### config.mk
export PLATFORM = sky130hd
export DESIGN_NAME = ped_xing_ctrl
export DESIGN_NICKNAME = d
export VERILOG_FILES = /design/src/rtl/ped_xing_ctrl.sv
export SDC_FILE = /design/constraint.sdc
export NUM_CORES = 1
export LEC_CHECK = 0
export BUFFER_PORTS_ARGS = -buffer_cell sky130_fd_sc_hd__buf_2
export CAP_MARGIN = 0
export CORE_MARGIN = 4
export CORE_UTILIZATION = 52
export DETAILED_ROUTE_END_ITERATION = 12
export GPL_TIMING_DRIVEN = 0
export PLACE_DENSITY = 0.84
export SLEW_MARGIN = 20
export SYNTH_ARGS = -nofsm -noshare
export SYNTH_HDL_FRONTEND = slang
export SYNTH_SLANG_ARGS = --single-unit
### constraint.sdc
create_clock -name clk -period 2.1 [get_ports clk]
set_clock_uncertainty 0.15 [all_clocks]
set_input_delay 0.42 -clock clk [delete_from_list [all_inputs] [get_ports clk]]
set_output_delay 0.42 -clock clk [all_outputs]
set_load 0.03 [all_outputs]
### src/rtl/ped_xing_ctrl.sv
// Pedestrian crossing controller: main-road signal plus walk/don't-walk head, one down-counting phase timer.
// Optional flashing don't-walk clearance phase is built when PED_FLASH_EN is defined.
module ped_xing_ctrl #(
   parameter int CNT_W      = 8,
   parameter int GREEN_MIN  = 8,
   parameter int YELLOW_T   = 3,
   parameter int ALLRED_T   = 2,
   parameter int WALK_T     = 5,
   parameter int CLEAR_T    = 4,
   parameter int FLASH_HALF = 1
) (
   input  logic       clk,
   input  logic       reset,
   input  logic       btn,
   output logic       main_r,
   output logic       main_y,
   output logic       main_g,
   output logic       ped_walk,
   output logic       ped_dw,
   output logic [2:0] state,
   output logic       req_pending
);

   typedef enum logic [2:0] {
      S_MAIN_GREEN  = 3'd0,
      S_MAIN_YELLOW = 3'd1,
      S_ALL_RED1    = 3'd2,
      S_PED_WALK    = 3'd3,
      S_PED_CLEAR   = 3'd4,
      S_ALL_RED2    = 3'd5
   } state_e;

   localparam logic [CNT_W-1:0] LD_GREEN  = CNT_W'(GREEN_MIN - 1);
   localparam logic [CNT_W-1:0] LD_YELLOW = CNT_W'(YELLOW_T - 1);
   localparam logic [CNT_W-1:0] LD_ALLRED = CNT_W'(ALLRED_T - 1);
   localparam logic [CNT_W-1:0] LD_WALK   = CNT_W'(WALK_T - 1);
`ifdef PED_FLASH_EN
   localparam logic [CNT_W-1:0] LD_CLEAR  = CNT_W'(CLEAR_T - 1);
   localparam logic [CNT_W-1:0] LD_HALF   = CNT_W'(FLASH_HALF - 1);
`endif

   state_e           state_q, state_d;
   logic [CNT_W-1:0] timer_q, timer_d;
   logic             req_q, req_d;
   logic             timer_zero;
   logic             entering;

   function automatic logic [CNT_W-1:0] load_for(input state_e s);
      logic [CNT_W-1:0] v;
      v = LD_GREEN;
      case (s)
         S_MAIN_YELLOW: v = LD_YELLOW;
         S_ALL_RED1:    v = LD_ALLRED;
         S_PED_WALK:    v = LD_WALK;
`ifdef PED_FLASH_EN
         S_PED_CLEAR:   v = LD_CLEAR;
`endif
         S_ALL_RED2:    v = LD_ALLRED;
         default:       v = LD_GREEN;
      endcase
      return v;
   endfunction

   // Next phase, timer and request latch; any unreachable code falls back to main green.
   always_comb begin
      state_d    = state_q;
      timer_d    = timer_q;
      req_d      = req_q;
      timer_zero = (timer_q == '0);
      case (state_q)
         S_MAIN_GREEN:  if (timer_zero && req_q) state_d = S_MAIN_YELLOW;
         S_MAIN_YELLOW: if (timer_zero) state_d = S_ALL_RED1;
         S_ALL_RED1:    if (timer_zero) state_d = S_PED_WALK;
`ifdef PED_FLASH_EN
         S_PED_WALK:    if (timer_zero) state_d = S_PED_CLEAR;
         S_PED_CLEAR:   if (timer_zero) state_d = S_ALL_RED2;
`else
         S_PED_WALK:    if (timer_zero) state_d = S_ALL_RED2;
`endif
         S_ALL_RED2:    if (timer_zero) state_d = S_MAIN_GREEN;
         default:       state_d = S_MAIN_GREEN;
      endcase

      entering = (state_d != state_q);
      if (entering) begin
         timer_d = load_for(state_d);
      end else if (!timer_zero) begin
         timer_d = timer_q - 1'b1;
      end

      // Entering walk serves the request and beats a same-cycle press.
      if (entering && (state_d == S_PED_WALK)) begin
         req_d = 1'b0;
      end else if (btn && (state_q != S_PED_WALK)) begin
         req_d = 1'b1;
      end
   end

   always_ff @(posedge clk) begin
      if (reset) begin
         state_q <= S_MAIN_GREEN;
         timer_q <= LD_GREEN;
         req_q   <= 1'b0;
      end else begin
         state_q <= state_d;
         timer_q <= timer_d;
         req_q   <= req_d;
      end
   end

`ifdef PED_FLASH_EN
   logic             flash_q, flash_d;
   logic [CNT_W-1:0] fdiv_q, fdiv_d;

   always_comb begin
      flash_d = flash_q;
      fdiv_d  = fdiv_q;
      if ((state_d == S_PED_CLEAR) && (state_q != S_PED_CLEAR)) begin
         flash_d = 1'b1;
         fdiv_d  = LD_HALF;
      end else if (state_q == S_PED_CLEAR) begin
         if (fdiv_q == '0) begin
            flash_d = ~flash_q;
            fdiv_d  = LD_HALF;
         end else begin
            fdiv_d = fdiv_q - 1'b1;
         end
      end
   end

   always_ff @(posedge clk) begin
      if (reset) begin
         flash_q <= 1'b1;
         fdiv_q  <= '0;
      end else begin
         flash_q <= flash_d;
         fdiv_q  <= fdiv_d;
      end
   end
`endif

   // Lamps decode registered state only; red covers every non-green, non-yellow code.
   always_comb begin
      main_g   = (state_q == S_MAIN_GREEN);
      main_y   = (state_q == S_MAIN_YELLOW);
      main_r   = ~(main_g | main_y);
      ped_walk = (state_q == S_PED_WALK);
      ped_dw   = ~ped_walk;
`ifdef PED_FLASH_EN
      if (state_q == S_PED_CLEAR) ped_dw = flash_q;
`endif
   end

   assign state       = state_q;
   assign req_pending = req_q;

endmodule

==> results of run 1 <==
[power groups by stage]
stage / clock, mW / sequential, mW / combinational, mW
2_1_floorplan: 0 / 0.251 / 0.0415
4_1_cts: 0.144 / 0.246 / 0.0548
5_1_grt: 0.158 / 0.248 / 0.0630
3_3_place_gp: 0 / 0.251 / 0.0525
3_5_place_dp: 0 / 0.251 / 0.0542
6_report: 0.141 / 0.246 / 0.0567
[cell usage in the layout (no fill, tap or decap), drive strengths merged, types with 2 or more instances in the layout]
cell type and instances:
clkbuf 3, o211ai 2, a211oi 2, buf 13, nor3b 2, o21bai 3, nand2 5, nor3 4
a2111o 2, dfxtp 12, o21ai 2, inv 4, nand3b 3, or2 2, xor2 4, a21oi 5
nor2 13
[cell families (layout without fill, tap and decap cells)]
group                      Yosys count  after routing  share of synthesized area (%)
and+or+nand+nor                     36             36                           31.6
DFF                                 12             12                           34.0
muxes                                1              1                           1.42
AOI/OAI and AO/OA                   21             21                           21.1
adders and majority gates            1              1                           1.77
buffers and inverters                7             20                           3.90
xor gates and xnor gates             5              5                           6.21
[worst paths after layout]
| kind | slack, ns | cells after the start | startpoint | endpoint |
|---|---|---|---|---|
| worst max-delay path | 0.07 | 4 | state[2] | main_g |
| worst min-delay path | 0.32 | 3 | btn | req_pending |
| worst max register to register | 0.11 | 6 | timer_q[1] | timer_q[0] |
| worst min register to register | 0.36 | 2 | timer_q[6] | timer_q[6] |
[worst reg2reg max path, stage by stage (launching register included)]
cell and delay [ns]:
dfxtp_1 0.35, inv_1 0.07, ha_2 0.23, nor3b_1 0.27
nand2_1 0.22, a2111oi_1 0.44, o21bai_1 0.13
[metrics by stage]
step | area, um^2 | setup TNS, ns | power, mW | std cells | hold slack (ns)
final | 806 | 0 | 0.444 | 111 | 0.322
after detailed placement | 774 | -0.330 | 0.306 | 108 | 0.348
after global routing | 806 | -0.0219 | 0.469 | 111 | 0.305
after global placement | 774 | 0 | 0.303 | 108 | 0.330
after CTS | 798 | 0 | 0.445 | 111 | 0.317
after floorplan | 706 | 0 | 0.293 | 83 | 0.311
[sequential cells by signal (all words and copies together) (netlist names)]
register,flops
state,3
timer_q,8
req_pending,1
[per-layer routing]
layer / global-route usage [%] / wire length, um / up-vias
li1: - / - / 329
met1: 22.8 / 713 / 316
met2: 27.2 / 791 / 14
met3: 4.78 / 51 / 5
met4: 17.5 / 46 / 0
met5: 0 / 0 / -
[repair_timing]
item                                    4_1_cts  5_1_grt
pin swaps                                     0        0
hold buffers                                  0        0
endpoints found under the setup margin        6        8
resized for setup                             2        4
hold endpoints to repair                      0        0
cloned                                        0        0
[layout make-up]
cell class	instances	area (um^2)	share of cell area (%)
flip-flops and latches	12	240	29.8
inverters	4	15.0	1.86
well taps	15	18.8	2.33
plain buffers	3	13.8	1.71
repair buffers	10	50.0	6.21
clock buffers	3	22.5	2.80
multi-input cells	64	445	55.3
==> run summary, run 1 <==
# nets final: 102
total gr overflow: 0
Gate Count Post-Synth: 83
Vias/cell: 5.98
Clk Latency, worst-skew pair: 0.27 ns
maximum clock frequency: 0.492 GHz
Tightest Hold Check Type: input port to flip-flop
DRC viols: 0
Int Power: 327 uW
status: completed
area share of the largest cell type after synthesis: 34.0%
Die Y: 44.8 um
Power per Cell Area: 550 nW/um^2
port bufs: 10
CP top delay family: buffers and inverters
CP peak stage delay: 0.37 ns
Net Count, Synth: 87
first-pass GRT wire length: 2.68 mm
Initial Util: 54.9%
ant diodes: 0
post-route clock period utilization: 96.8%
Worst EP arrival: 1.46 ns
Longest Clk Path Bufs: 2
Routed WL: 1.60 mm
Switching Power: 117 uW
FP Rows: 13
Die X: 44.8 um
synthesized cell area: 706 um^2
worst path bufs/invs: 2
die area: 2010 um^2
initial antenna violation count: 0
DR vias: 664
critical-path cell list: buf_2, or2_2, nor2_1, buf_2
synthesis-to-layout area growth: 14.2%
Synth Flop Type: dfxtp_1
fin util: 62.7%
Slew HR: 72.6%
DR WL/cell: 14.4 um
Filler cells: 118
crit start category: flip-flop
Comb pwr share: 12.8%
1st-iter DRT viols: 8
crit path max-delay cell type: dfxtp_1
clk sinks: 12
final worst slack: 0.0681 ns
largest net degree at the start of global routing: 11
VDD IR-drop max: 0.300 mV
top cells by area, synth: dfxtp_1 34%, nor2_1 6.4%, xor2_1 5.0%
Required @ worst endpoint: 1.53 ns
DR pass1 iterations: 4
Netlist cell types: 35
Antenna Nets Post-Route: 0
Async S/R FF share, synth: 0%
Detailed Place HPWL: 1.15 mm
#FFs+latches synth: 12
Crit Path Max Fanout: 10
sequential share of power: 55.5%
most frequent CP cell: buf_2
Worst-Margin Slew: 0.411 ns
Lkg Pwr: 0.318 nW
routability cong.: 0.835
setup bufs post-CTS: 0
Clock Power Share: 31.7%
CP Class: flip-flop to output pin
EDFF count, synth: 0
share of layout cells above drive strength 1: 26.0%
IO Pins: 12
endpoints failing setup: 0
Setup WS pre-CTS: -0.0887 ns
fin crit period: 2.03 ns
CTS buffer count: 3
Yosys top cell by area: dfxtp_1
Setup crit end kind: output pin
fin. max-slew vios: 0
Tot GR Track Use: 18.9%
Core ar.: 1280 um^2
sequential area share after synthesis: 34.0%
vias in the first global route: 612
synth warn: 0
root buf cell: clkbuf_4
Mean Syn Cell Area: 8.50 um^2
switching part of the total power: 26.3%
Clock transition at path regs: 0.07 ns
H-tree Lvls: 1
CTS tree: yes
max-cap viol count: 0
synth cell count leaders: 12 x dfxtp_1, 12 x nor2_1, 5 x a21oi_1, 5 x nand2_1
final hold violations: 0
No activity file was read; power rests on OpenSTA's default activity.
==> run 2: changes to the inputs <==
==> constraint.sdc (replaced) <==
create_clock -name clk -period 2.01 [get_ports clk]
set_clock_uncertainty 0.15 [all_clocks]
set_input_delay 0.402 -clock clk [delete_from_list [all_inputs] [get_ports clk]]
set_output_delay 0.402 -clock clk [all_outputs]
set_load 0.03 [all_outputs]
==> run summary, run 2 (synthesized netlist as in run 1, its figures left out) <==
status: completed
DRC viols: 0 (unchanged)
total gr overflow: 0 (unchanged)
Initial Util: 54.9% (unchanged)
hold_ws: 0.293 ns (-0.0293 ns)
die area: 2010 um^2 (unchanged)
FP Rows: 13 (unchanged)
max-cap viol count: 0 (unchanged)
initial antenna violation count: 0 (unchanged)
VDD IR-drop max: 0.314 mV (+4.9%)
minimum setup slack among reg-to-reg paths: 0.15 ns (+0.04 ns)
DR WL/cell: 14.6 um (+0.94%)
root buf cell: clkbuf_4
ant diodes: 0 (unchanged)
vias in the first global route: 611 (-0.16%)
hold path cells: 3 (unchanged)
clk sinks: 12 (unchanged)
CTS buffer count: 3 (unchanged)
Detailed Place HPWL: 1.15 mm (unchanged)
most common cell after layout, fill and taps aside: nor2_1
DR pass1 iterations: 4 (unchanged)
RSZ-0062 raised after global routing: false
Die Y: 44.8 um (unchanged)
first-pass GRT wire length: 2.70 mm (+0.48%)
port bufs: 10 (unchanged)
Setup crit end kind: output pin
fin. max-slew vios: 0 (unchanged)
Longest Clk Path Bufs: 2 (unchanged)
Critical R2R Launch: timer_q[0]
Crit Path Max Fanout: 10 (unchanged)
min-delay src: btn
Clk Latency, worst-skew pair: 0.28 ns (about the same)
max reg flops: 8 (unchanged)
Worst-Margin Slew: 0.411 ns (-0.000203 ns)
Routed WL: 1.62 mm (+0.94%)
Power per Cell Area: 565 nW/um^2 (+2.6%)
final hold violations: 0 (unchanged)
DR vias: 677 (+2.0%)
most frequent cells in the layout: 12 x nor2_1, 11 x dfxtp_1, 8 x buf_2
routability cong.: 0.835 (unchanged)
CTS tree: yes
Slew HR: 72.6% (about the same)
CP Class: flip-flop to output pin
Die X: 44.8 um (unchanged)
Tot GR Track Use: 19.0% (+0.082 points)
most flop-heavy register: timer_q
# nets final: 102 (unchanged)
fin crit period: 1.94 ns
crit start category: flip-flop
Tightest Hold Check Type: input port to flip-flop
share of layout cells above drive strength 1: 29.2% (+3.1 points)
synthesis-to-layout area growth: 17.7%
Setup WS pre-CTS: -0.179 ns (-0.0900 ns)
Vias/cell: 6.10 (+2.0%)
Core ar.: 1280 um^2 (unchanged)
Hold Crit Endpoint: req_pending
Final Instance Count excl. Fillers: 111 (unchanged)
Worst EP arrival: 1.39 ns (-0.07 ns)
cts hold-fix bufs: 0 (unchanged)
final worst slack: 0.0727 ns (+0.00458 ns)
Worst R2R End: timer_q[0]
Lkg Pwr: 0.328 nW (+3.2%)
Required @ worst endpoint: 1.46 ns (-0.07 ns)
Clock transition at path regs: 0.08 ns (about the same)
largest net degree at the start of global routing: 11 (unchanged)
R2R cell count: 6 (unchanged)
maximum clock frequency: 0.516 GHz
fin util: 64.7% (+1.9 points)
IO Pins: 12 (unchanged)
1st-iter DRT viols: 7 (-1)
post-route clock period utilization: 96.4%
placed insts: 108 (unchanged)
Antenna Nets Post-Route: 0 (unchanged)
endpoints failing setup: 0 (unchanged)
H-tree Lvls: 1 (unchanged)
==> run 2: cell count changes in the layout (fill, tap and decap cells not counted) <==
cell,before,now
nand2_2,0,1
nor3b_2,0,1
clkbuf_4,3,4
dfxtp_2,0,1
nor3b_1,2,1
buf_6,0,1
or3b_2,1,0
or3b_4,0,1
buf_4,0,2
buf_2,12,8
dfxtp_1,12,11
nand2_1,5,4
==> run 2: worst max path at each step <==
stage | slack [ns] | to | start
finish | 0.07 | main_y | state[2]
global route | 0.01 | ped_walk | state[1]
CTS | 0.002 | timer_q[0] | timer_q[0]
detailed placement | -0.18 | timer_q[7] | timer_q[0]
global placement | -0.07 | timer_q[3] | timer_q[0]
floorplan | -0.04 | main_g | state[2]
==> run 2: layer usage <==
layer | vias to the layer above | GRT usage (%) | wire, um
met5 | - | 0 | 0
met4 | 0 | 17.5 | 52
met3 | 7 | 4.78 | 64
met2 | 20 | 27.2 | 823
met1 | 318 | 23.0 | 678
li1 | 332 | - | -
==> run 2: stage by stage <==
| step | instance area [um^2] | setup TNS (ns) | power [mW] |
|---|---|---|---|
| 3_5_place_dp | 774 | -0.780 | 0.319 |
| 4_1_cts | 801 | 0 | 0.465 |
| 5_1_grt | 831 | 0 | 0.491 |
| 2_1_floorplan | 706 | -0.0747 | 0.306 |
| 3_3_place_gp | 774 | -0.315 | 0.317 |
| 6_report | 831 | 0 | 0.469 |
==> run 2: power by group <==
group	internal [mW]	total (mW)	switching, mW
clock network	0.0696	0.151	0.0814
logic	0.0276	0.0611	0.0335
registers	0.246	0.257	0.0117
==> run 2: area by class of cell <==
cell class,instances,area (um^2)
multi-input cells,64,455
fillers,112,454
flip-flops and latches,12,241
repair buffers,10,55.1
clock buffers,3,22.5
plain buffers,3,22.5
well taps,15,18.8
inverters,4,15.0
==> run 2: critical path, cell delays in order, from the launching register on <==
cell     delay (ns)
dfxtp_2        0.35
buf_4          0.17
or2_2          0.30
nor2_1         0.08
buf_2          0.20
==> run 2: what timing repair did <==
action / in CTS / in global routing
pin swaps: 0 / 1
setup buffers: 0 / 0
gates resized for setup: 3 / 14
endpoints found under the setup margin: 8 / 12
